[config.mk]
export PLATFORM = sky130hd
export DESIGN_NAME = sao_filter_flat
export DESIGN_NICKNAME = d
export VERILOG_FILES = /design/src/rtl/sao_filter_if.sv /design/src/rtl/sao_filter.sv /design/src/flat_wrapper.sv
export SDC_FILE = /design/constraint.sdc
export NUM_CORES = 1
export LEC_CHECK = 0
export CORE_ASPECT_RATIO = 0.9
export CORE_MARGIN = 4
export CORE_UTILIZATION = 48
export CTS_CLUSTER_DIAMETER = 80
export DETAILED_ROUTE_END_ITERATION = 8
export GPL_ROUTABILITY_DRIVEN = 0
export PLACE_DENSITY = 0.73
export SYNTH_ARGS = -nofsm -noshare
export SYNTH_HDL_FRONTEND = slang
export SYNTH_HIERARCHICAL = 1
export SYNTH_SLANG_ARGS = --single-unit
export TNS_END_PERCENT = 10
[constraint.sdc]
create_clock -name clk -period 2.01 [get_ports clk]
set_input_delay 0.402 -clock clk [delete_from_list [all_inputs] [get_ports clk]]
set_output_delay 0.402 -clock clk [all_outputs]
set_load 0.02 [all_outputs]
[src/rtl/sao_filter_if.sv]
`default_nettype none
// ============================================================================
// Module   : sao_filter_if
// Purpose  : Pixel stream, per-LCU SAO parameters and status for sao_filter.
// Revision : 1.0 - initial release
// ============================================================================
interface sao_filter_if;
    logic        in_en;
    logic [7:0]  din;
    logic [1:0]  sao_type;
    logic [4:0]  sao_band_pos;
    logic        sao_eo_class;
    logic [15:0] sao_offset;
    logic [2:0]  lcu_x;
    logic [2:0]  lcu_y;
    logic [1:0]  lcu_size;
    logic        busy;
    logic        finish;

    modport master (
        output in_en, din, sao_type, sao_band_pos, sao_eo_class, sao_offset,
               lcu_x, lcu_y, lcu_size,
        input  busy, finish
    );

    modport slave (
        input  in_en, din, sao_type, sao_band_pos, sao_eo_class, sao_offset,
               lcu_x, lcu_y, lcu_size,
        output busy, finish
    );
endinterface
`default_nettype wire

[src/rtl/sao_filter.sv]
`default_nettype none
// ============================================================================
// Module   : sao_filter
// Purpose  : SAO post-filter (off / band / edge offset) for a square 8-bit luma
//            image; LCUs ping-pong through two buffers into a frame SRAM.
//            Optional feature macro: SAO_CLIP_EN (saturate results to 0..255).
// Revision : 1.0 - initial release
// ============================================================================
module sao_frame_sram #(
    parameter int DEPTH = 16384,
    parameter int AW    = 14
) (
    input  wire logic          clk,
    input  wire logic          we,
    input  wire logic [AW-1:0] addr,
    input  wire logic [7:0]    wdata
);
    logic [7:0] mem [0:DEPTH-1];

    always_ff @(posedge clk) begin
        if (we) begin
            mem[addr] <= wdata;
        end
    end
endmodule

module sao_filter #(
    parameter int IMG_W   = 128,
    parameter int MAX_LCU = 64
) (
    input  wire logic   clk,
    input  wire logic   reset,
    sao_filter_if.slave bus
);
    localparam int PIX_TOTAL = IMG_W * IMG_W;
    localparam int AW        = $clog2(PIX_TOTAL);
    localparam int CNT_W     = AW + 1;
    localparam int BUF_DEPTH = MAX_LCU * MAX_LCU;
    localparam int IDX_W     = $clog2(BUF_DEPTH);
    localparam int COORD_W   = $clog2(IMG_W);

    typedef struct packed {
        logic [1:0]  sao_type;
        logic [4:0]  band_pos;
        logic        eo_class;
        logic [15:0] offset;
        logic [2:0]  lcu_x;
        logic [2:0]  lcu_y;
    } sao_par_t;

    // Receive side
    logic [CNT_W-1:0]   in_cnt_q, in_cnt_d;
    logic [IDX_W-1:0]   widx_q, widx_d;
    logic               wsel_q, wsel_d;
    // Drain side
    logic [IDX_W-1:0]   ridx_q, ridx_d;
    logic               rsel_q, rsel_d;
    logic [1:0]         full_q, full_d;
    logic [CNT_W-1:0]   wr_cnt_q, wr_cnt_d;
    logic               finish_q, finish_d;

    logic [7:0]         lcu_buf_q [0:2*BUF_DEPTH-1];
    sao_par_t           par_q [2];

    logic [2:0]         n_log;
    logic [IDX_W-1:0]   lcu_last;
    logic [COORD_W-1:0] lcu_n;
    logic               accept, wr_last, drain, rd_last;
    sao_par_t           par_in, cur;

    always_comb begin
        n_log    = 3'd4;
        lcu_last = IDX_W'(255);
        case (bus.lcu_size)
            2'd1: begin
                n_log    = 3'd5;
                lcu_last = IDX_W'(1023);
            end
            2'd2: begin
                n_log    = 3'd6;
                lcu_last = IDX_W'(4095);
            end
            default: ;
        endcase
        lcu_n = COORD_W'(1) << n_log;
    end

    always_comb begin
        par_in.sao_type = bus.sao_type;
        par_in.band_pos = bus.sao_band_pos;
        par_in.eo_class = bus.sao_eo_class;
        par_in.offset   = bus.sao_offset;
        par_in.lcu_x    = bus.lcu_x;
        par_in.lcu_y    = bus.lcu_y;
    end

    // Drain keeps pace with receive, so a buffer is always free when a new LCU starts.
    always_comb begin
        accept   = !reset && bus.in_en && (in_cnt_q < CNT_W'(PIX_TOTAL));
        wr_last  = accept && (widx_q == lcu_last);
        in_cnt_d = accept ? in_cnt_q + CNT_W'(1) : in_cnt_q;
        widx_d   = accept ? (wr_last ? '0 : widx_q + IDX_W'(1)) : widx_q;
        wsel_d   = wr_last ? ~wsel_q : wsel_q;

        drain    = !reset && full_q[rsel_q];
        rd_last  = drain && (ridx_q == lcu_last);
        ridx_d   = drain ? (rd_last ? '0 : ridx_q + IDX_W'(1)) : ridx_q;
        rsel_d   = rd_last ? ~rsel_q : rsel_q;
        wr_cnt_d = drain ? wr_cnt_q + CNT_W'(1) : wr_cnt_q;
        finish_d = finish_q || (drain && (wr_cnt_q == CNT_W'(PIX_TOTAL - 1)));

        full_d = full_q;
        if (wr_last) begin
            full_d[wsel_q] = 1'b1;
        end
        if (rd_last) begin
            full_d[rsel_q] = 1'b0;
        end
    end

    always_ff @(posedge clk) begin
        if (reset) begin
            in_cnt_q <= '0;
            widx_q   <= '0;
            wsel_q   <= 1'b0;
            ridx_q   <= '0;
            rsel_q   <= 1'b0;
            full_q   <= '0;
            wr_cnt_q <= '0;
            finish_q <= 1'b0;
        end else begin
            in_cnt_q <= in_cnt_d;
            widx_q   <= widx_d;
            wsel_q   <= wsel_d;
            ridx_q   <= ridx_d;
            rsel_q   <= rsel_d;
            full_q   <= full_d;
            wr_cnt_q <= wr_cnt_d;
            finish_q <= finish_d;
        end
    end

    always_ff @(posedge clk) begin
        if (accept) begin
            lcu_buf_q[{wsel_q, widx_q}] <= bus.din;
            if (widx_q == '0) begin
                par_q[wsel_q] <= par_in;
            end
        end
    end

    // Drain datapath: current pixel, its two EO neighbours and the filtered result
    logic [COORD_W-1:0] in_r, in_c, frame_r, frame_c;
    logic [IDX_W-1:0]   step, a_idx, b_idx;
    logic [7:0]         pix_p, pix_a, pix_b, pix_out, filt;
    logic               eo_edge, apply;
    logic [2:0]         eo_cat;
    logic [4:0]         band_k;
    logic [1:0]         off_sel;
    logic [3:0]         off4;
    logic [AW-1:0]      sram_addr;
`ifdef SAO_CLIP_EN
    logic [9:0]         sum;
`else
    logic [7:0]         sum;
`endif

    always_comb begin
        cur     = par_q[rsel_q];
        in_r    = COORD_W'(ridx_q >> n_log);
        in_c    = COORD_W'(ridx_q) & (lcu_n - COORD_W'(1));
        step    = cur.eo_class ? IDX_W'(lcu_n) : IDX_W'(1);
        a_idx   = ridx_q - step;
        b_idx   = ridx_q + step;
        pix_p   = lcu_buf_q[{rsel_q, ridx_q}];
        pix_a   = lcu_buf_q[{rsel_q, a_idx}];
        pix_b   = lcu_buf_q[{rsel_q, b_idx}];
        eo_edge = cur.eo_class ? ((in_r == '0) || (in_r == lcu_n - COORD_W'(1)))
                               : ((in_c == '0) || (in_c == lcu_n - COORD_W'(1)));

        if ((pix_p < pix_a) && (pix_p < pix_b)) begin
            eo_cat = 3'd1;
        end else if (((pix_p < pix_a) && (pix_p == pix_b)) || ((pix_p == pix_a) && (pix_p < pix_b))) begin
            eo_cat = 3'd2;
        end else if (((pix_p > pix_a) && (pix_p == pix_b)) || ((pix_p == pix_a) && (pix_p > pix_b))) begin
            eo_cat = 3'd3;
        end else if ((pix_p > pix_a) && (pix_p > pix_b)) begin
            eo_cat = 3'd4;
        end else begin
            eo_cat = 3'd0;
        end

        band_k  = pix_p[7:3] - cur.band_pos;
        apply   = 1'b0;
        off_sel = 2'd0;
        case (cur.sao_type)
            2'd1: begin
                if ((pix_p[7:3] >= cur.band_pos) && (band_k < 5'd4)) begin
                    apply   = 1'b1;
                    off_sel = band_k[1:0];
                end
            end
            2'd2: begin
                if (!eo_edge && (eo_cat != 3'd0)) begin
                    apply   = 1'b1;
                    off_sel = 2'(eo_cat - 3'd1);
                end
            end
            default: ;
        endcase

        case (off_sel)
            2'd0:    off4 = cur.offset[15:12];
            2'd1:    off4 = cur.offset[11:8];
            2'd2:    off4 = cur.offset[7:4];
            default: off4 = cur.offset[3:0];
        endcase

`ifdef SAO_CLIP_EN
        // 10-bit two's complement: bit 9 flags underflow, bit 8 overflow.
        sum  = {2'b00, pix_p} + {{6{off4[3]}}, off4};
        filt = sum[9] ? 8'd0 : (sum[8] ? 8'd255 : sum[7:0]);
`else
        sum  = pix_p + {{4{off4[3]}}, off4};
        filt = sum;
`endif
        pix_out = apply ? filt : pix_p;

        frame_r   = (COORD_W'(cur.lcu_y) << n_log) + in_r;
        frame_c   = (COORD_W'(cur.lcu_x) << n_log) + in_c;
        sram_addr = {frame_r, frame_c};
    end

    sao_frame_sram #(
        .DEPTH (PIX_TOTAL),
        .AW    (AW)
    ) golden_sram (
        .clk   (clk),
        .we    (drain),
        .addr  (sram_addr),
        .wdata (pix_out)
    );

    assign bus.busy   = 1'b0;
    assign bus.finish = finish_q;
endmodule
`default_nettype wire

[src/flat_wrapper.sv]
// flat-port wrapper written by rule: the top's interface ports become plain ports
module sao_filter_flat 
#(
    parameter int IMG_W   = 128,
    parameter int MAX_LCU = 64
)
  (clk, reset, bus_in_en, bus_din, bus_sao_type, bus_sao_band_pos, bus_sao_eo_class, bus_sao_offset, bus_lcu_x, bus_lcu_y, bus_lcu_size, bus_busy, bus_finish);
  sao_filter_if bus_i ();
  input  wire logic clk;
  input  wire logic reset;
  input wire logic [$bits(bus_i.in_en)-1:0] bus_in_en;
  input wire logic [$bits(bus_i.din)-1:0] bus_din;
  input wire logic [$bits(bus_i.sao_type)-1:0] bus_sao_type;
  input wire logic [$bits(bus_i.sao_band_pos)-1:0] bus_sao_band_pos;
  input wire logic [$bits(bus_i.sao_eo_class)-1:0] bus_sao_eo_class;
  input wire logic [$bits(bus_i.sao_offset)-1:0] bus_sao_offset;
  input wire logic [$bits(bus_i.lcu_x)-1:0] bus_lcu_x;
  input wire logic [$bits(bus_i.lcu_y)-1:0] bus_lcu_y;
  input wire logic [$bits(bus_i.lcu_size)-1:0] bus_lcu_size;
  output wire logic [$bits(bus_i.busy)-1:0] bus_busy;
  output wire logic [$bits(bus_i.finish)-1:0] bus_finish;
  assign bus_i.in_en = bus_in_en;
  assign bus_i.din = bus_din;
  assign bus_i.sao_type = bus_sao_type;
  assign bus_i.sao_band_pos = bus_sao_band_pos;
  assign bus_i.sao_eo_class = bus_sao_eo_class;
  assign bus_i.sao_offset = bus_sao_offset;
  assign bus_i.lcu_x = bus_lcu_x;
  assign bus_i.lcu_y = bus_lcu_y;
  assign bus_i.lcu_size = bus_lcu_size;
  assign bus_busy = bus_i.busy;
  assign bus_finish = bus_i.finish;
  sao_filter #(.IMG_W(IMG_W), .MAX_LCU(MAX_LCU)) u_core (.clk(clk), .reset(reset), .bus(bus_i));
endmodule
* After elaboration in Yosys (flattened, before gate mapping)
Index checks and enable logic that the tools add are counted.
** Word-level totals
- ROM bits :: 0
- Latch bits :: 0
- Word-level logic and storage cells :: 48
- Bits in writable memories :: 0
- Register bits after elaboration :: 59
- Memories :: 0
** Cells by class
- Equality and inequality tests :: 5
- Divide/modulo/power cells :: 0
- Shift operators :: 0
- Multiply operators :: 0
- Magnitude comparators :: 5
- Reduce and logical (&&, ||, !) cells :: 10
- Add/subtract/negate cells :: 4
- Bitwise gates (word level) :: 5
- Muxes and demuxes :: 11
** Operators with widths (count)
- $add 15x1->15 const B :: 2
- $add 12x1->12 const B :: 2
- $eq 12x12->1 :: 2
- $mux 12 :: 2
- $pmux 12 s2 :: 1
- $eq 15x14->1 const B :: 1
- $lt 15x15->1 const B :: 1
- $logic_and 1x1->1 :: 8
- $lt 1x2->1 const B :: 2
- $mux 1 :: 4
- $mux 2 :: 2
- $and 2x2->2 :: 1
- $demux 1 s1 :: 2
- $eq 2x1->1 const B :: 1
- $eq 2x2->1 const B :: 1
- $ge 1x1->1 const B :: 2
- $not 1->1 :: 2
- $not 2->2 :: 1
- $or 2x2->2 :: 1
- $logic_not 1->1 :: 1
- $logic_or 1x1->1 :: 1

* Longest topological paths before layout
- Word-level depth :: 8
- Depth in mapped cells :: 6
- Gate-level depth less buffers :: 6

* Worst setup path after synthesis
No wires, ideal clock.
- Kind :: input -> register
- Start point :: input reset
- End point :: register u_core.widx_q[10]
- Library setup time :: 0.070 ns
- Data required time :: 1.940 ns
- Buffers on the path :: 1
- Arrival time :: 1.868 ns
- Setup slack :: 0.072 ns
- Stages :: 5
- Path through :: or3b_1 > buf_2 > or4_4 > or3_1 > a21oi_1
** On the way
- Cells in the longest elaborated chain, start to end :: 5
** RTL lines
- from (decl) :: line flat_wrapper.sv:10 : input wire logic reset;
- $logic_not 1->1 :: line sao_filter.sv:99 : accept = !reset && bus.in_en && (in_cnt_q < CNT_W'(PIX_TOTAL));
- $logic_and 1x1->1 (2 in a row) :: line sao_filter.sv:99
- $logic_and 1x1->1 :: line sao_filter.sv:100 : wr_last = accept && (widx_q == lcu_last);
- $mux 12 :: line sao_filter.sv:102 : widx_d = accept ? (wr_last ? '0 : widx_q + IDX_W'(1)) : widx_q;
- to (signal assigned) :: line sao_filter.sv:133 : widx_q <= widx_d;
- to (decl) :: line sao_filter.sv:53 : logic [IDX_W-1:0] widx_q, widx_d;
Parallel ways exist; a longest one is shown, timed or not.
A chain may end at the register's enable or synchronous reset.

* Worst setup path after layout
- Start point :: register u_core.rsel_q
- End point :: register u_core.wr_cnt_q[10]
** On the way
- Cells in the longest elaborated chain, start to end :: 3
** RTL lines
- from (decl) :: line sao_filter.sv:57 : logic rsel_q, rsel_d;
- from (signal assigned) :: line sao_filter.sv:136 : rsel_q <= rsel_d;
- $mux 1 (not written as such) (2 in a row) :: line sao_filter.sv:105 : drain = !reset && full_q[rsel_q];
- $logic_and 1x1->1 :: line sao_filter.sv:105
- to (signal assigned) :: line sao_filter.sv:138 : wr_cnt_q <= wr_cnt_d;
- to (decl) :: line sao_filter.sv:59 : logic [CNT_W-1:0] wr_cnt_q, wr_cnt_d;
Every way passes these cells. The select of a mux whose other input is x is not followed.

==> metrics.txt <==
status finished clean; R2R Path Start u_core/rsel_q$_SDFFE_PP0P_; synth cell count leaders dfxtp_1, nor2_1, nand2_1; total gr overflow 0; vias per inst 5.39; CP top delay family simple AND/OR/NAND/NOR gates; Final ANT Viol Nets 0; Peak supply drop between 0.5 and 0.6 mV; initial antenna violation count 0; unrepaired setup endpoints after global routing yes; routed via count 2235; Area after DPL between 2000 and 3000 sq um; CTS Root Cell clkbuf_8; Clock Power Share 0.418; number of I/O port buffers 5; sequential share of the synthesized area 0.433; worst-skew pair later-pin latency 340 ps; Post-synth EDFFs 0; die height roughly 80 um; Critical Path Fanout Max 6; Inst Count DP 401; period utilisation layout 0.936; Max Buffers Root-to-Sink 2; cell taking the most area after synthesis dfxtp_1; skew final approximately 7.1 ps; drt wl/cell 12.1 um; Post-DP HPWL between 3 and 4 mm; hold_sp u_core/bus.finish$_SDFF_PP0_; final core utilization 0.582; CTS clk-pin slew, worst paths 70 ps; mean post-synth cell area 8.47 sq um; crit path launch u_core/rsel_q$_SDFFE_PP0P_; syn_nets 370; DR iter-0 viols roughly 120; Slowest cell on crit path or4_4; cts hold-fix bufs 0; DIE WIDTH a little under 90 um; CP Class reg2reg; Setup WS post-layout between 100 and 150 ps; Detailed Route WL approximately 5 mm; design area ~3100 sq um; Startpoint Class flop; top cells by area, synth dfxtp_1, xnor2_1, nor2_1; cell with the most instances after synthesis dfxtp_1; fraction of registers with async set/reset 0; predominant post-synthesis flop cell dfxtp_1; worst path cell trace mux2i_1 > or4_4 > buf_4 > or3_1 > a21oi_1; slew of the pin with the lowest slew margin 490 ps; Max transition margin 0.664; max_cap viols 0; Synth Instances 322; Synth top area share 0.433; drt first pass iters 4; CTS sink count between 50 and 60; Final setup viols 0; first-pass GRT wire length between 8 and 9 mm; number of global-route vias before repair just over 2000; fmax roughly 530 MHz; Leak around 0.0010 uW; Post-Syn Area ~2700 sq um; DR DRC count 0; fin cells slightly above 400; synthesis-stage register bit count between 50 and 60; critical path buffer and inverter count 1; All-Layer GR Usage 0.163; Yosys warnings 6; final hold vios 0; ANT cells 0; Arr. time, crit path ~2200 ps; P&R area growth vs syn 14.8%; power density over the cells between 700 and 800 nW/um^2; largest net degree at the start of global routing 24; Int Power roughly 1700 uW; CP peak stage delay a little under 600 ps; combinational share of power 0.044; CTS tree done; worst slack at placement -433 ps; Core Rows 25; Hold/Removal Path Class reg2reg; H-tree Lvls 3; Switch Pwr around 490 uW; Seq pwr share 0.537; Core ar. approximately 5400 sq um; Distinct cells, synth 44; CTS Buf Count 9; Max Slew Vio Count 0; Net Sw Frac 0.223; crit path time final 1880 ps; Critical Path End Type flop; DIE AREA around 7000 sq um; nets 393; IO Count 45; Starting Density 0.507; share of cells above drive strength 1 0.129; worst path required time 2280 ps
sequential cells by signal (all words and copies together) (netlist names):
register	flops
u_core/bus.finish	1
u_core/full_q	2
u_core/in_cnt_q	15
u_core/ridx_q	12
u_core/rsel_q	1
u_core/widx_q	12
u_core/wr_cnt_q	15
u_core/wsel_q	1
cells by family after synthesis:
family / share of synthesized area
simple gates: 0.312
flops: 0.433
other cells: 0.00137
fa+ha+maj: 0.0229
buf+inv: 0.0280
mux: 0.0119
compound gates: 0.0752
xor+xnor: 0.116
final cells by class:
class / instances / area, sq um
Clock buffer: 11 / 151
Clock inverter: 3 / 15.0
Fill cell: 513 / 2250
Inverter: 8 / 30.0
Multi-Input combinational cell: 244 / 1490
Sequential cell: 59 / 1180
Tap cell: 67 / 83.8
Timing Repair Buffer: 23 / 179
cell usage in the layout (no fill, tap or decap), drive strengths merged, types with 3 or more instances in the layout:
cell type       n
dfxtp          59
nor2           49
nand2          28
xnor2          25
buf            19
nand4          15
nor3           15
o21ai          15
clkbuf         11
xor2           11
nand3          10
a21oi          10
nor4            9
inv             8
or3             7
or4             6
nand2b          5
ha              5
nand3b          4
nor3b           4
clkinv          3
clkdlybuf4s50   3
stage by stage:
step	TNS, ps	hold WS [ps]	power [uW]
2_1_floorplan	0	459	1270
3_3_place_gp	-6020	434	1310
3_5_place_dp	-6940	437	1310
4_1_cts	0	449	2240
5_1_grt	0	479	2300
6_report	0	444	2210
power by group through the flow:
| stage | clock (uW) | combinational (uW) | sequential (uW) |
|---|---|---|---|
| 6_report | 923 | 98.0 | 1190 |
| 2_1_floorplan | 0 | 62.2 | 1210 |
| 4_1_cts | 955 | 99.0 | 1190 |
| 5_1_grt | 1010 | 111 | 1190 |
| 3_3_place_gp | 0 | 94.9 | 1210 |
| 3_5_place_dp | 0 | 96.7 | 1210 |
final timing paths:
| check | end | slack (ps) | depth (start not counted) |
|---|---|---|---|
| setup reg to reg | u_core/wr_cnt_q[10]$_SDFFE_PP0P_ | 130 | 5 |
| hold / removal | u_core/bus.finish$_SDFF_PP0_ | 440 | 2 |
| hold reg to reg | u_core/bus.finish$_SDFF_PP0_ | 440 | 2 |
| setup / recovery | u_core/wr_cnt_q[10]$_SDFFE_PP0P_ | 130 | 5 |
tightest hold or removal path, delay by kind of cell (launching register included):
family | cells | cell delay (ps)
flip-flops | 1 | 310
buffers and inverters | 1 | 50
AO/OA/AOI/OAI | 1 | 50
per-layer routing:
| layer | vias to the layer above | GRT usage | part of all wire |
|---|---|---|---|
| met5 | - | 0 | 0 |
| met4 | 0 | 0.0537 | 0.0094 |
| met3 | 8 | 0.0650 | 0.035 |
| met2 | 21 | 0.248 | 0.46 |
| met1 | 1029 | 0.209 | 0.50 |
| li1 | 1177 | - | - |
timing repair:
item,CTS,global route
resized for setup,6,1
setup buffers,0,0
endpoints found under the setup margin,9,1
pin swaps,0,0
No activity file was read; power rests on OpenSTA's default activity.
